[src/rtl/pipe_reg_skid.sv]
// pipe_reg_skid: registered pipeline stage with a one-entry skid buffer.
// in_ready comes only from local state, so back-pressure is absorbed by the
// skid register instead of rippling combinationally upstream.
//
// state    | meaning
// ---------+---------------------------------------------------
// ST_EMPTY | no payload held, out_valid low
// ST_ONE   | main register holds the head payload
// ST_TWO   | main holds the head, skid holds the next payload
module pipe_reg_skid #(
    parameter int unsigned      WIDTH     = 128,
    parameter logic [WIDTH-1:0] NOP_VALUE = {WIDTH{1'b0}},
    parameter int unsigned      CNT_W     = 16
) (
    input  logic             clk,
    input  logic             rst,
    input  logic             en,
    input  logic             flush,
    input  logic             in_valid,
    output logic             in_ready,
    input  logic [WIDTH-1:0] in_data,
    output logic             out_valid,
    input  logic             out_ready,
    output logic [WIDTH-1:0] out_data,
    output logic [CNT_W-1:0] stall_cnt
);

    localparam logic [1:0] ST_EMPTY = 2'd0;
    localparam logic [1:0] ST_ONE   = 2'd1;
    localparam logic [1:0] ST_TWO   = 2'd2;

    logic [1:0]       state_q, state_d;
    logic [WIDTH-1:0] main_q, main_d;
    logic [WIDTH-1:0] skid_q, skid_d;
    logic [CNT_W-1:0] stall_cnt_q, stall_cnt_d;
    logic             active;
    logic             push;
    logic             pop;

    // Handshake terms; rst gates in_ready so it reads low while held in reset.
    assign active    = en & ~flush;
    assign out_valid = (state_q != ST_EMPTY);
    assign in_ready  = rst & active & (state_q != ST_TWO);
    assign push      = in_valid & in_ready;
    assign pop       = active & out_valid & out_ready;
    assign out_data  = main_q;
    assign stall_cnt = stall_cnt_q;

    // Occupancy transitions and payload movement between input, skid and main.
    always_comb begin
        state_d = state_q;
        main_d  = main_q;
        skid_d  = skid_q;
        if (flush) begin
            state_d = ST_EMPTY;
            main_d  = NOP_VALUE;
            skid_d  = '0;
        end else if (en) begin
            case (state_q)
                ST_EMPTY: begin
                    if (push) begin
                        state_d = ST_ONE;
                        main_d  = in_data;
                    end
                end
                ST_ONE: begin
                    if (push && pop) begin
                        main_d = in_data;
                    end else if (push) begin
                        state_d = ST_TWO;
                        skid_d  = in_data;
                    end else if (pop) begin
                        state_d = ST_EMPTY;
                    end
                end
                ST_TWO: begin
                    if (pop) begin
                        state_d = ST_ONE;
                        main_d  = skid_q;
                    end
                end
                default: begin
                    // Unused encoding: fall back to empty rather than lock up.
                    state_d = ST_EMPTY;
                end
            endcase
        end
    end

    // Saturating count of cycles where a valid payload was held back downstream.
    always_comb begin
        stall_cnt_d = stall_cnt_q;
        if (active && out_valid && !out_ready && (stall_cnt_q != {CNT_W{1'b1}})) begin
            stall_cnt_d = stall_cnt_q + CNT_W'(1);
        end
    end

    // State registers with asynchronous active-low reset.
    always_ff @(posedge clk or negedge rst) begin
        if (!rst) begin
            state_q     <= ST_EMPTY;
            main_q      <= NOP_VALUE;
            skid_q      <= '0;
            stall_cnt_q <= '0;
        end else begin
            state_q     <= state_d;
            main_q      <= main_d;
            skid_q      <= skid_d;
            stall_cnt_q <= stall_cnt_d;
        end
    end

endmodule

[config.mk]
export PLATFORM = sky130hd
export DESIGN_NAME = pipe_reg_skid
export DESIGN_NICKNAME = d
export VERILOG_FILES = /design/src/rtl/pipe_reg_skid.sv
export SDC_FILE = /design/constraint.sdc
export NUM_CORES = 1
export LEC_CHECK = 0
export CAP_MARGIN = 10
export CELL_PAD_IN_SITES_DETAIL_PLACEMENT = 1
export CELL_PAD_IN_SITES_GLOBAL_PLACEMENT = 2
export CORE_MARGIN = 5
export CORE_UTILIZATION = 30
export CTS_CLUSTER_DIAMETER = 30
export DETAILED_ROUTE_END_ITERATION = 8
export PLACE_DENSITY_LB_ADDON = 0.1
export SLEW_MARGIN = 20
export SYNTH_ARGS = -nofsm -noshare
export SYNTH_HDL_FRONTEND = slang
export SYNTH_SLANG_ARGS = --single-unit
[constraint.sdc]
create_clock -name clk -period 2.5 [get_ports clk]
set_clock_uncertainty 0.05 [all_clocks]
set_input_delay 0.75 -clock clk [delete_from_list [all_inputs] [get_ports clk]]
set_output_delay 0.75 -clock clk [all_outputs]
set_load 0.05 [all_outputs]
==> out/results.txt <==
Post-route cell area - 18700 sq um
DR DRC count - 0
Switching power - 3.80 mW
WL per Instance - 20.5 um
Share of cells above drive strength 1 - 0.132
Number of H-tree branching levels - 3
Fin. max-slew vios - 0
Simple-Gate Fraction of Synth Area - 0.128
Multiplexer share of the synthesized area - 0.105
Row count - 74
Post-CTS Setup Inserts - 0
CP Capture Type - output port
EDFF count, synth - 0
Vias in the first global route - 11802
Initial core utilization - 0.303
CTS tree - yes
Ys async rst share - 1.00
Worst Setup Start Kind - flip-flop
GRT Total Usage - 0.191
Clk sinks - 274
XOR/XNOR share of the synthesized area - 0.00991
Core area - 40800 sq um
Tot Pwr - 16.2 mW
Internal power - 12.4 mW
Max-cap violations - 0
Antenna diode count - 0
Most frequent cell after synthesis - dfrtp_1
DR vias/cell - 5.01
Iteration-0 DRC Markers - 484
CTS Hold Bufs - 0
Power share of the sequential group - 0.285
Distinct cells, synth - 34
Final hold slack - 222 ps
Post-Syn Instances - 1233
Post-synth top flop - dfrtp_1
Synth Net Count - 1368
Final period utilization - 0.967
Router iterations before antenna repair - 4
Fmax - 414 MHz
Post-synthesis register bit count - 274
Largest net degree at the start of global routing - 147
Initial antenna violation count - 4
CTS root buffer - clkbuf_16
Placed Cells - 1983
Worst VDD drop - 0.538 mV
Layout filler cell count - 4480
Via count of the routed design - 10672
Logic pwr share - 0.081
Die X - 213 um
Status - finished clean
Post-synth top area cell - dfrtp_1
Relative slew slack - 0.427
Worst Path Required - 1700 ps
Pwr/cell area - 867 nW/um^2
Worst skew pair latency - 570 ps
Switching Fraction - 0.234
Final setup margin - 81.7 ps
Slew @ Worst Pin - 859 ps
Die area - 45400 sq um
Reg-to-reg slack, setup - 470 ps
CTS clk-pin slew, worst paths - 40 ps
Hold Path Class - input pin to asynchronous set/reset pin
P_leak - 8.52 nW
GP Congestion - 0.716
Final Non-Filler Cells - 2129
Synth top area share - 0.554
Synth top area cells - dfrtp_1 55%, mux2i_1 10%, nand2_1 8.0%
WP data arrival - 1620 ps
Post-Syn Area - 12400 sq um
Synth top cells by count - 274 x dfrtp_1, 264 x nand2_1, 193 x a21oi_1
Post-route ant nets - 0
Post-Synth Adder-Cell Area - 0.00101
Crit-path max FO - 8
Total grt overflow - 0
Synth warn - 0
Placed inst area - 16100 sq um
Clock share of power - 0.633
Worst R2R Path Depth - 4
Largest family of logic cells by synthesized area - compound AO/OA/AOI/OAI gates
Die H - 213 um
Fin nets - 1668
RSZ-0062 raised after global routing - false
WS Path Type - flip-flop to output port
Hpwl dp - 27000 um
Final WL - 43700 um
Total negative setup slack - 0 ps
Final Util - 0.459
Clock buffer depth - 3
First-pass GRT wire length - 68400 um
Dpl ws - -186 ps
Register area share after synthesis - 0.554
Synth-to-Final Area Change - 51.3%
Total CTS buffers - 80
Final hold viol count - 0
I/O Pins - 280
Setup violations, final - 0
Port buffer count - 279
Syn avg cell area - 10.0 sq um
Area fraction in compound gates after synthesis - 0.159
Crit path time final - 2420 ps
## layer usage
metal	part of all wire	up-vias	global-route usage
li1	-	5016	-
met1	0.45	5348	0.253
met2	0.48	237	0.307
met3	0.058	63	0.0504
met4	0.019	8	0.0607
met5	0.0011	-	0
## cell usage in the layout, fill, tap and decap left out, drive strengths merged, types with 2 or more instances in the layout
| master | n |
|---|---|
| dfrtp | 274 |
| nand2 | 264 |
| a21oi | 193 |
| dlygate4sd2 | 138 |
| clkdlybuf4s50 | 130 |
| a211oi | 129 |
| mux2i | 128 |
| clkbuf | 119 |
| nand3 | 66 |
| buf | 65 |
| clkinv | 15 |
| xor2 | 14 |
| nor3 | 10 |
| nand4 | 7 |
| bufinv | 7 |
| nor2 | 4 |
| nor4 | 4 |
| inv | 4 |
| nor2b | 3 |
| nor3b | 3 |
| nand2b | 2 |
| and3 | 2 |
| clkinvlp | 2 |
| mux2 | 2 |
## state kept, by name, indices dropped and copies added (netlist names)
name	count
skid_q	128
out_data	128
state_q	2
stall_cnt	16
## layout make-up
class | count | area, sq um | area share
Multi-Input combinational cell | 843 | 5040 | 0.269
Sequential cell | 274 | 6860 | 0.366
Inverter | 1 | 3.75 | 0.000200
Clock buffer | 119 | 2460 | 0.132
Timing Repair Buffer | 333 | 3370 | 0.180
Clock inverter | 27 | 327 | 0.0174
Tap cell | 532 | 666 | 0.0355
## power groups by stage
stage	clock network, mW	logic (mW)	registers (mW)
6_report	10.3	1.32	4.63
4_1_cts	10.5	1.34	4.64
3_5_place_dp	0	1.40	4.70
3_3_place_gp	0	1.40	4.70
5_1_grt	10.8	1.42	4.64
2_1_floorplan	0	0.360	5.00
## critical path, stage by stage (launching register included)
cell and delay [ps]:
dfrtp_2 450, nor2b_4 180, nor3b_4 250, buf_12 170
## final timing paths
path,start,end
hold reg to reg,skid_q[33]$_DFFE_PN0P_,skid_q[33]$_DFFE_PN0P_
hold / removal,rst,stall_cnt[2]$_DFFE_PN0P_
setup / recovery,state_q[1]$_DFFE_PN0P_,in_ready
max in group asynchronous,rst,skid_q[14]$_DFFE_PN0P_
min in group clk,skid_q[33]$_DFFE_PN0P_,skid_q[33]$_DFFE_PN0P_
setup reg to reg,stall_cnt[7]$_DFFE_PN0P_,stall_cnt[1]$_DFFE_PN0P_
## kinds of logic after synthesis
family / after synthesis
AO/OA/AOI/OAI: 327
XOR/XNOR: 14
adder cells (fa/ha/maj): 1
buffers and inverters: 116
flip-flops: 274
multiplexers: 130
AND/OR/NAND/NOR: 371
## repair_timing
item,in CTS,in global routing
hold endpoints to repair,0,0
setup endpoints to repair,138,2
gates resized for setup,138,1
No activity file was read; power rests on OpenSTA's default activity.
